==> config.mk <==
export PLATFORM = sky130hd
export DESIGN_NAME = uart_tx_serializer_flat
export DESIGN_NICKNAME = d
export VERILOG_FILES = /design/src/rtl/uart_pkg.sv /design/src/rtl/uart_tx_serializer_if.sv /design/src/rtl/uart_baud_strobe.sv /design/src/rtl/uart_tx_serializer.sv /design/src/flat_wrapper.sv
export SDC_FILE = /design/constraint.sdc
export NUM_CORES = 1
export LEC_CHECK = 0
export BUFFER_PORTS_ARGS = -buffer_cell sky130_fd_sc_hd__buf_2
export CORE_AREA = 2 2 43 55
export CTS_CLUSTER_SIZE = 25
export DETAILED_ROUTE_END_ITERATION = 12
export DIE_AREA = 0 0 45 57
export PLACE_DENSITY = 0.76
export SLEW_MARGIN = 20
export SYNTH_ARGS = -nofsm -noshare
export SYNTH_HDL_FRONTEND = slang
export SYNTH_SLANG_ARGS = --single-unit
export TNS_END_PERCENT = 1
==> constraint.sdc <==
create_clock -name clk -period 2.3 [get_ports clk]
set_input_delay 0.115 -clock clk [delete_from_list [all_inputs] [get_ports clk]]
set_output_delay 0.115 -clock clk [all_outputs]
set_load 0.05 [all_outputs]
==> src/rtl/uart_pkg.sv <==
// rtl/uart_pkg.sv - shared UART types and parameter limits for the tx and rx paths
package uart_pkg;

  typedef enum logic [2:0] {
    IDLE,
    ALIGN,
    START,
    DATA,
    PAR,
    STOP
  } state_t;

  localparam int PAR_NONE = 0;
  localparam int PAR_ODD  = 1;
  localparam int PAR_EVEN = 2;

  localparam int DATA_BITS_MIN = 5;
  localparam int DATA_BITS_MAX = 8;
  localparam int STOP_BITS_MIN = 1;
  localparam int STOP_BITS_MAX = 2;

  // data_xor is the XOR of all data bits; odd parity makes the total count of ones odd
  function automatic logic parity_of(input logic data_xor, input int mode);
    return (mode == PAR_ODD) ? ~data_xor : data_xor;
  endfunction

endpackage

==> src/rtl/uart_tx_serializer_if.sv <==
// rtl/uart_tx_serializer_if.sv - word handshake between the upstream source and the serializer
interface uart_tx_serializer_if #(
  parameter int DATA_BITS = 8
);
  logic [DATA_BITS-1:0] tx_data;
  logic                 tx_valid;
  logic                 tx_ready;

  modport master (output tx_data, output tx_valid, input tx_ready);
  modport slave  (input tx_data, input tx_valid, output tx_ready);
endinterface

==> src/rtl/uart_baud_strobe.sv <==
// rtl/uart_baud_strobe.sv - turns each baud_clock edge into a one-clk bit strobe
module uart_baud_strobe (
  input  logic clk,
  input  logic reset,
  input  logic baud_clock,
  output logic strobe
);

  logic baud_q;

  always_ff @(posedge clk or posedge reset) begin
    if (reset) baud_q <= 1'b0;
    else       baud_q <= baud_clock;
  end

  assign strobe = baud_clock ^ baud_q;

endmodule

==> src/rtl/uart_tx_serializer.sv <==
// rtl/uart_tx_serializer.sv - UART transmitter: start, LSB-first data, optional parity, stop bits
module uart_tx_serializer
  import uart_pkg::*;
#(
  parameter int DATA_BITS = 8,
  parameter int PARITY    = PAR_NONE,
  parameter int STOP_BITS = 1
) (
  input  logic                 clk,
  input  logic                 reset,
  input  logic                 baud_clock,
  uart_tx_serializer_if.slave  up,
  output logic                 tx,
  output logic                 busy
);

  if (DATA_BITS < DATA_BITS_MIN || DATA_BITS > DATA_BITS_MAX) begin : g_bad_data_bits
    $fatal(1, "uart_tx_serializer: DATA_BITS must be 5..8");
  end
  if (PARITY != PAR_NONE && PARITY != PAR_ODD && PARITY != PAR_EVEN) begin : g_bad_parity
    $fatal(1, "uart_tx_serializer: PARITY must be 0, 1 or 2");
  end
  if (STOP_BITS < STOP_BITS_MIN || STOP_BITS > STOP_BITS_MAX) begin : g_bad_stop_bits
    $fatal(1, "uart_tx_serializer: STOP_BITS must be 1 or 2");
  end

  state_t               state, state_d;
  logic [DATA_BITS-1:0] sr, sr_d;
  logic [2:0]           cnt, cnt_d;
  logic                 par_q, par_d;
  logic                 tx_d;
  logic                 strobe;
  logic                 hs;
  logic                 last_data;
  logic                 last_stop;

  uart_baud_strobe u_strobe (
    .clk        (clk),
    .reset      (reset),
    .baud_clock (baud_clock),
    .strobe     (strobe)
  );

  assign up.tx_ready = (state == IDLE);
  assign busy        = (state != IDLE);
  assign hs          = up.tx_valid && (state == IDLE);
  assign last_data   = (cnt == 3'(DATA_BITS - 1));
  assign last_stop   = (cnt == 3'(STOP_BITS - 1));

  always_ff @(posedge clk or posedge reset) begin
    if (reset) state <= IDLE;
    else       state <= state_d;
  end

  // A strobe coincident with the handshake is ignored because IDLE never looks at it
  always_comb begin
    state_d = state;
    case (state)
      IDLE:    if (hs) state_d = ALIGN;
      ALIGN:   if (strobe) state_d = START;
      START:   if (strobe) state_d = DATA;
      DATA:    if (strobe && last_data) state_d = (PARITY != PAR_NONE) ? PAR : STOP;
      PAR:     if (strobe) state_d = STOP;
      STOP:    if (strobe && last_stop) state_d = IDLE;
      default: state_d = IDLE;
    endcase
  end

  always_comb begin
    tx_d  = tx;
    sr_d  = sr;
    cnt_d = cnt;
    par_d = par_q;
    case (state)
      IDLE: begin
        tx_d = 1'b1;
        if (hs) begin
          sr_d  = up.tx_data;
          par_d = parity_of(^up.tx_data, PARITY);
        end
      end
      ALIGN: if (strobe) tx_d = 1'b0;
      START: begin
        if (strobe) begin
          tx_d  = sr[0];
          cnt_d = 3'd0;
        end
      end
      DATA: begin
        if (strobe) begin
          sr_d = {1'b0, sr[DATA_BITS-1:1]};
          if (last_data) begin
            tx_d  = (PARITY != PAR_NONE) ? par_q : 1'b1;
            cnt_d = 3'd0;
          end else begin
            tx_d  = sr[1];
            cnt_d = cnt + 3'd1;
          end
        end
      end
      PAR: begin
        if (strobe) begin
          tx_d  = 1'b1;
          cnt_d = 3'd0;
        end
      end
      STOP:    if (strobe && !last_stop) cnt_d = cnt + 3'd1;
      default: tx_d = 1'b1;
    endcase
  end

  always_ff @(posedge clk or posedge reset) begin
    if (reset) begin
      tx    <= 1'b1;
      sr    <= '0;
      cnt   <= 3'd0;
      par_q <= 1'b0;
    end else begin
      tx    <= tx_d;
      sr    <= sr_d;
      cnt   <= cnt_d;
      par_q <= par_d;
    end
  end

endmodule
==> src/flat_wrapper.sv <==
// flat-port wrapper written by rule: the top's interface ports become plain ports
module uart_tx_serializer_flat import uart_pkg::*;
#(
  parameter int DATA_BITS = 8,
  parameter int PARITY    = PAR_NONE,
  parameter int STOP_BITS = 1
)
  (clk, reset, baud_clock, tx, busy, up_tx_data, up_tx_valid, up_tx_ready);
  uart_tx_serializer_if #(.DATA_BITS(DATA_BITS)) up_i ();
  input  logic clk;
  input  logic reset;
  input  logic baud_clock;
  output logic tx;
  output logic busy;
  input wire logic [$bits(up_i.tx_data)-1:0] up_tx_data;
  input wire logic [$bits(up_i.tx_valid)-1:0] up_tx_valid;
  output wire logic [$bits(up_i.tx_ready)-1:0] up_tx_ready;
  assign up_i.tx_data = up_tx_data;
  assign up_i.tx_valid = up_tx_valid;
  assign up_tx_ready = up_i.tx_ready;
  uart_tx_serializer #(.DATA_BITS(DATA_BITS), .PARITY(PARITY), .STOP_BITS(STOP_BITS)) u_core (.clk(clk), .reset(reset), .baud_clock(baud_clock), .up(up_i), .tx(tx), .busy(busy));
endmodule
==> metrics.md, run 1 <==
| Metric | Value |
|---|---|
| Setup violators final | 0 |
| Ys async rst share | 1.00 |
| Total congestion overflow | 0 |
| H-tree depth | 1 |
| Layout area overhead | 13.3% |
| Nets@finish | 132 |
| Die X | 45 microns |
| CTS Hold Bufs | 2 |
| Number of synthesized flops with an enable pin | 0 |
| Cell taking the most area after synthesis | dfrtp_1 |
| Tot GR Track Use | 0.165 |
| Row cnt | 19 |
| Post-CTS setup buffers | 0 |
| Largest family of logic cells by synthesized area | multiplexers |
| Core ar. | 2090 sq um |
| Synth Instances | 96 |
| Multi-input gate area | 622 sq um |
| Inserted Clock Buffers | 3 |
| Most numerous cell in the Yosys netlist | dfrtp_1 |
| Final Hold Fails | 0 |
| # port buffers | 14 |
| Placer Congestion | 0.803 |
| Setup_tns | 0 ps |
| Ratio of cells with drive above 1 in the final layout | 0.316 |
| Post_cts resized | 0 |
| I/O pins | 15 |
| Worst-path fanout max | 14 |
| Cell Area, Synth | 1070 sq um |
| Starting Density | 0.512 |
| Synth area leaders | dfrtp_1 (35%), mux2_4 (11%), mux2_1 (7.4%) |
| Synth Area in Compound Gates | 0.147 |
| Placed Cells | 129 |
| Adder-cell area share of the yosys netlist | 0.0678 |
| Predominant post-synthesis flop cell | dfrtp_1 |
| Filler cell count | 181 |
| Startpoint Class | flop |
| Pwr dens | 1290 nW/um^2 |
| Antenna diode count | 0 |
| Post-synthesis register bit count | 16 |
| WL per Instance | 14.5 microns |
| Simple-gate share of the synthesized area | 0.147 |
| DR pass1 iterations | 4 |
| First-pass GRT wire length | 3.19 mm |
| Antenna-violating nets left | 0 |
| Worst ir drop on vdd | 585 uV |
| TritonCTS clock tree | yes |
| Die area | 2570 sq um |
| Drt initial violations | 6 |
| Worst skew pair latency | 290 ps |
| Register area share after synthesis | 0.375 |
| Synth cell types | 37 |
| Mux share of post-synthesis cell area | 0.195 |
| DIE HEIGHT | 57 microns |
| Worst-Margin Slew | 634 ps |
| Tcrit/Tclk final | 0.814 |
| Peak per-stage delay on the critical path | 690 ps |
| Non-filler instance count after layout | 135 |
| Syn nets | 113 |
| Worst hold slack | 44.3 ps |
| Clock slew at reported path FFs | 110 ps |
| Final WL | 1.96 mm |
| Initial antenna violation count | 0 |
| Drt via density | 5.79 |
| Syn Area/Cell | 11.2 sq um |
| Outcome | completed |
| Setup Crit Path Kind | reg2reg |
| Finished Core Util | 0.580 |
| RSZ-0062 raised after global routing | false |
| HPWL after detailed placement | 1.43 mm |
| Final max-slew violation count | 0 |
| Root Driver | clkbuf_4 |
| Slowest library cell on the worst path | dfrtp_1 |
| Max Cap Viol | 0 |
| CTS sink cnt | 16 |
| Arr. time, crit path | 2050 ps |
| Reg area | 402 sq um |
| Crit path capture type | flop |
| HP Class | in2reg |
| Synth top cells by count | dfrtp_1 (15), a21oi_1 (8), mux2_4 (8), mux2_1 (7) |
| Worst Clk Skew | 10.2 ps |
| Largest net degree at the start of global routing | 17 |
| Area share of the largest cell type after synthesis | 0.350 |
| Buf/Inv on CP | 1 |
| Cell leakage power | 0.550 nW |
| Warnings, synthesis | 0 |
| Fmax | 534 MHz |
| Vias after detailed routing | 782 |
| Worst slew margin | 0.577 |
| Cells along the critical path | inv_1 -> ha_1 -> o21ai_1 -> nor2_2 -> mux2_4 |
| XOR/XNOR Fraction of Synth Area | 0.0234 |
| Critical Path RT | 2480 ps |
| Total chip power | 0.00156 W |
| Min Tclk post-route | 1870 ps |
| DRC errors left | 0 |
| Vias in the first global route | 798 |
| Max Root-Sink Buffers | 2 |
| Crit-path leading delay family | flip-flops |
stage by stage:
stage	setup WS, ps	cell area [sq um]
final	428	1210
after global routing	348	1210
after CTS	443	1210
after detailed placement	475	1160
after global placement	558	1160
after floorplan	385	1070
logic make-up after synthesis:
group,after synthesis
mux,16
buf+inv,10
xor+xnor,2
compound gates,23
fa+ha+maj,6
flops,16
simple gates,23
worst min-delay path, stage by stage:
cell     delay, ps
buf_2          100
nand2_1         50
o21ai_1         50
placed cells by master (no fill, tap or decap), drive strengths merged, types with 2 or more instances in the layout:
cell / n
a21oi: 8
buf: 16
clkbuf: 4
dfrtp: 15
dlygate4sd3: 2
ha: 5
inv: 6
mux2: 15
nand2: 6
nand2b: 3
nand3b: 3
nor2: 4
nor3: 3
o211ai: 3
o21ai: 6
routing by layer:
metal,global-route usage,up-vias,routed length [microns]
met5,0,-,0
met4,0.0588,0,15
met2,0.298,10,1060
met3,0.0380,2,70
met1,0.181,387,815
li1,-,383,-
path summary, 6_finish.rpt:
path,startpoint,end,slack (ps),cells after the start
worst max-delay path,u_core.state[1]$_DFFE_PP0P_,u_core.cnt[0]$_DFFE_PP0P_,430,5
worst min-delay path,up_tx_data[7],u_core.sr[7]$_DFFE_PP0P_,40,3
worst max register to register,u_core.state[1]$_DFFE_PP0P_,u_core.cnt[0]$_DFFE_PP0P_,430,5
worst min register to register,u_core.sr[6]$_DFFE_PP0P_,u_core.sr[6]$_DFFE_PP0P_,510,1
max in group asynchronous,reset,u_core.sr[6]$_DFFE_PP0P_,1440,3
min in group asynchronous,reset,u_core.cnt[2]$_DFFE_PP0P_,450,3
sequential cells by signal, summed over array words and instances, names as in the netlist:
name                    count
u_core.tx                   1
u_core.u_strobe.baud_q      1
u_core.state                3
u_core.cnt                  3
u_core.sr                   8
power breakdown:
part	leakage, nW	switching, W	internal (W)	total (W)
registers	0.192	0.000127	0.000410	0.000537
logic	0.337	0.000404	0.000431	0.000835
clock network	0.0210	0.0000944	0.0000963	0.000191
final cells by class:
type | instances | area share
multi-input combinational | 70 | 0.512
sequential | 16 | 0.331
tap | 21 | 0.0216
timing repair buffer | 18 | 0.0866
inverter | 6 | 0.0186
clock buffer | 4 | 0.0299
Power figures use the tool's default switching activity.
==> run 2, diff against run 1 <==
--- a/config.mk
+++ b/config.mk
@@ -5,12 +5,13 @@
 export SDC_FILE = /design/constraint.sdc
 export NUM_CORES = 1
 export LEC_CHECK = 0
+export ABC_AREA = 1
 export BUFFER_PORTS_ARGS = -buffer_cell sky130_fd_sc_hd__buf_2
-export CORE_AREA = 2 2 43 55
+export CORE_AREA = 2 2 46 59
 export CTS_CLUSTER_SIZE = 25
 export DETAILED_ROUTE_END_ITERATION = 12
-export DIE_AREA = 0 0 45 57
-export PLACE_DENSITY = 0.76
+export DIE_AREA = 0 0 48 61
+export PLACE_DENSITY = 0.73
 export SLEW_MARGIN = 20
 export SYNTH_ARGS = -nofsm -noshare
 export SYNTH_HDL_FRONTEND = slang
==> constraint.sdc (replaced) <==
create_clock -name clk -period 1.7 [get_ports clk]
set_input_delay 0.085 -clock clk [delete_from_list [all_inputs] [get_ports clk]]
set_output_delay 0.085 -clock clk [all_outputs]
set_load 0.05 [all_outputs]
==> run 2 against run 1 <==
Effect of this change:
- routed wire length up 7.9%
- sequential share of layout area is 1.7 points lower
- synthesized cell count up 68%
- count of clock-buffer cells in the layout did not move
- global-route usage grew 1.8 points
- worst hold slack worse by 15 ps
- final cell count up 56%
- power increased by 47%
- combinational power increased by 62%
- flip-flop and latch count unchanged
- worst setup slack worse by 210 ps
- highest routed layer unchanged
==> metrics.md, run 2 <==
| Metric | Value |
|---|---|
| Place WS | 251 ps (-224 ps) |
| Min Tclk post-route | 1480 ps (-392 ps) |
| Inserted Clock Buffers | 3 (unchanged) |
| Setup violators final | 0 (unchanged) |
| Vias after detailed routing | 995 (+27%) |
| Vias in the first global route | 922 (+16%) |
| Worst Setup SP | u_core.state[2]$_DFFE_PP0P_ |
| DRC errors left | 0 (unchanged) |
| Cells along the critical path | inv_2 -> nand3_1 -> nand2_1 -> nand2_1 -> nand2_1 -> nor2_2 -> nand2_1 -> nand2_1 |
| Area after DPL | 1220 sq um (+5.5%) |
| Hold path startpoint | up_tx_data[7] |
| Reg-to-reg startpoint | u_core.state[2]$_DFFE_PP0P_ |
| Total congestion overflow | 0 (unchanged) |
| Most common cell after layout, fill and taps aside | nand2_1 |
| Most numerous cell in the Yosys netlist | nand2_1 |
| First-pass GRT wire length | 3.95 mm (+24%) |
| I/O pins | 15 (unchanged) |
| Max Root-Sink Buffers | 2 (unchanged) |
| TritonCTS clock tree | yes |
| Syn nets | 178 (+58%) |
| Die area | 2930 sq um (+14%) |
| Cell Area, Synth | 1150 sq um (+7.2%) |
| Final Hold Fails | 0 (unchanged) |
| Root Driver | clkbuf_4 |
| Antenna-violating nets left | 0 (unchanged) |
| Cell depth of the worst hold path | 3 (unchanged) |
| Slowest library cell on the worst path | dfrtp_1 |
| DIE HEIGHT | 61 microns (+7.0%) |
| Crit path capture type | flop |
| RSZ-0062 raised after global routing | false |
| Largest net degree at the start of global routing | 17 (unchanged) |
| HP Class | in2reg |
| Pwr dens | 1800 nW/um^2 (+40%) |
| Filler cell count | 226 (+25%) |
| Synth area leaders | dfrtp_1 (33%), nand2_1 (19%), inv_1 (7.5%) |
| Highest-count cells in the layout ignoring fill and taps | nand2_1 (58), inv_1 (23), dfrtp_1 (15) |
| Fin area | 1280 sq um (+5.3%) |
| Worst-Margin Slew | 648 ps (+14.0 ps) |
| Core ar. | 2380 sq um (+14%) |
| Worst slew margin | 0.568 (-0.00934) |
| Post-synthesis register bit count | 16 (unchanged) |
| Outcome | completed |
| Largest registers | u_core.sr (8), u_core.cnt (3), u_core.state (3) |
| Finished Core Util | 0.537 (-0.0428) |
| Warnings, synthesis | 0 (unchanged) |
| Synth Instances | 161 (+68%) |
| Worst Clk Skew | 4.22 ps (-5.96 ps) |
| Critical path depth | 8 (+3) |
| Peak per-stage delay on the critical path | 560 ps (-130 ps) |
| Drt via density | 4.72 (-19%) |
| Setup ws final | 220 ps (-208 ps) |
| Worst-path fanout max | 8 (-6) |
| Startpoint Class | flop |
| Row cnt | 20 (+1) |
| Worst ir drop on vdd | 1020 uV (+74%) |
| Max Cap Viol | 0 (unchanged) |
| Critical Path RT | 1950 ps (-530 ps) |
| HPWL after detailed placement | 1.62 mm (+13%) |
| Nets@finish | 196 (+48%) |
| Tot GR Track Use | 0.183 (+0.0184) |
| Die X | 48 microns (+6.7%) |
| Synth top cells by count | nand2_1 (58), inv_1 (23), dfrtp_1 (15), nand3_1 (13) |
| Biggest register | u_core.sr |
| Arr. time, crit path | 1730 ps (-320 ps) |
| Worst hold slack | 29.3 ps (-15.0 ps) |
| Starting Density | 0.483 (-0.0288) |
| Number of synthesized flops with an enable pin | 0 (unchanged) |
| Synth cell types | 22 (-41%) |
| Setup_tns | 0 ps (unchanged) |
| Setup Crit Path Kind | reg2reg |
| H-tree depth | 1 (unchanged) |
| Predominant post-synthesis flop cell | dfrtp_1 |
| Final max-slew violation count | 0 (unchanged) |
| Layout area overhead | 11.2% |
| Cell leakage power | 0.739 nW (+35%) |
| Tcrit/Tclk final | 0.871 (+0.0569) |
| Clock slew at reported path FFs | 100 ps (about the same) |
| Drt initial violations | 23 (+17) |
| Cell taking the most area after synthesis | dfrtp_1 |
| Placer Congestion | 0.942 (+17%) |
| Worst r2r path cells | 8 (+3) |
| CTS sink cnt | 16 (unchanged) |
| Final WL | 2.11 mm (+7.9%) |
| Antenna diode count | 0 (unchanged) |
| Cell mode on critical path | nand2_1 |
| Max reg flops | 8 (unchanged) |
| Fmax | 676 MHz (+26%) |
| Ratio of cells with drive above 1 in the final layout | 0.247 (-0.0686) |
| Ys async rst share | 1.00 (unchanged) |
| Syn Area/Cell | 7.13 sq um (-36%) |
| Post-CTS setup buffers | 0 (unchanged) |
| Post_cts resized | 0 (unchanged) |
| Worst skew pair latency | 300 ps (about the same) |
| # port buffers | 14 (unchanged) |
| Crit-path leading delay family | simple AND/OR/NAND/NOR gates |
| WL per Instance | 10.0 microns (-31%) |
| Register area share after synthesis | 0.350 (-0.0253) |
| Initial antenna violation count | 0 (unchanged) |
| Buf/Inv on CP | 1 (unchanged) |
| Area share of the largest cell type after synthesis | 0.327 (-0.0237) |
| DR pass1 iterations | 4 (unchanged) |
[run 2: layer usage]
metal  share of wire  vias to the layer above  global-route usage
li1                -                      525                   -
met5               0                        -                   0
met1            0.46                      447               0.255
met4           0.013                        0              0.0695
met2            0.49                       19               0.290
met3           0.035                        4              0.0179
[run 2: worst register-to-register path, stage by stage, from the launching register on]
cell and delay [ps]:
dfrtp_1 560, inv_2 120, nand3_1 170, nand2_1 100
nand2_1 130, nand2_1 80, nor2_2 130, nand2_1 70
nand2_1 70
[run 2: report_power, final]
part	internal [W]	total (W)	switching [W]
clock network	0.000131	0.000262	0.000131
logic	0.000452	0.00135	0.000900
registers	0.000558	0.000683	0.000125
[run 2: area by class of cell]
type	instances	area, sq um	share of cell area
Clock buffer	4	36.3	0.0284
Inverter	27	109	0.0852
Multi-Input combinational cell	115	599	0.469
Sequential cell	16	402	0.314
Tap cell	33	41.3	0.0323
Timing Repair Buffer	16	90.1	0.0705
[run 2: what timing repair did]
item,CTS,global route
endpoints found under the setup margin,0,0
endpoints found under the hold margin,16,0
hold buffers,2,0
[run 2: kinds of logic (layout without fill, tap and decap cells)]
family          Yosys count  in the layout  synth area share
fa+ha+maj                 5              5            0.0545
flops                    16             16             0.350
compound gates           16             16            0.0948
buf+inv                  30             47             0.129
simple gates             94             94             0.373
[run 2: metrics by stage]
stage / cells / total power [W]
2_1_floorplan: 161 / 0.00187
3_3_place_gp: 205 / 0.00200
3_5_place_dp: 205 / 0.00204
4_1_cts: 211 / 0.00231
5_1_grt: 211 / 0.00253
6_report: 211 / 0.00230
[run 2: final timing paths]
kind / endpoint / slack [ps]
max: u_core.cnt[0]$_DFFE_PP0P_ / 220
min: u_core.sr[7]$_DFFE_PP0P_ / 30
max reg2reg: u_core.cnt[0]$_DFFE_PP0P_ / 220
min reg2reg: u_core.tx$_DFFE_PP1P_ / 470
max in group asynchronous: u_core.state[0]$_DFFE_PP0P_ / 880
min in group asynchronous: u_core.cnt[1]$_DFFE_PP0P_ / 400
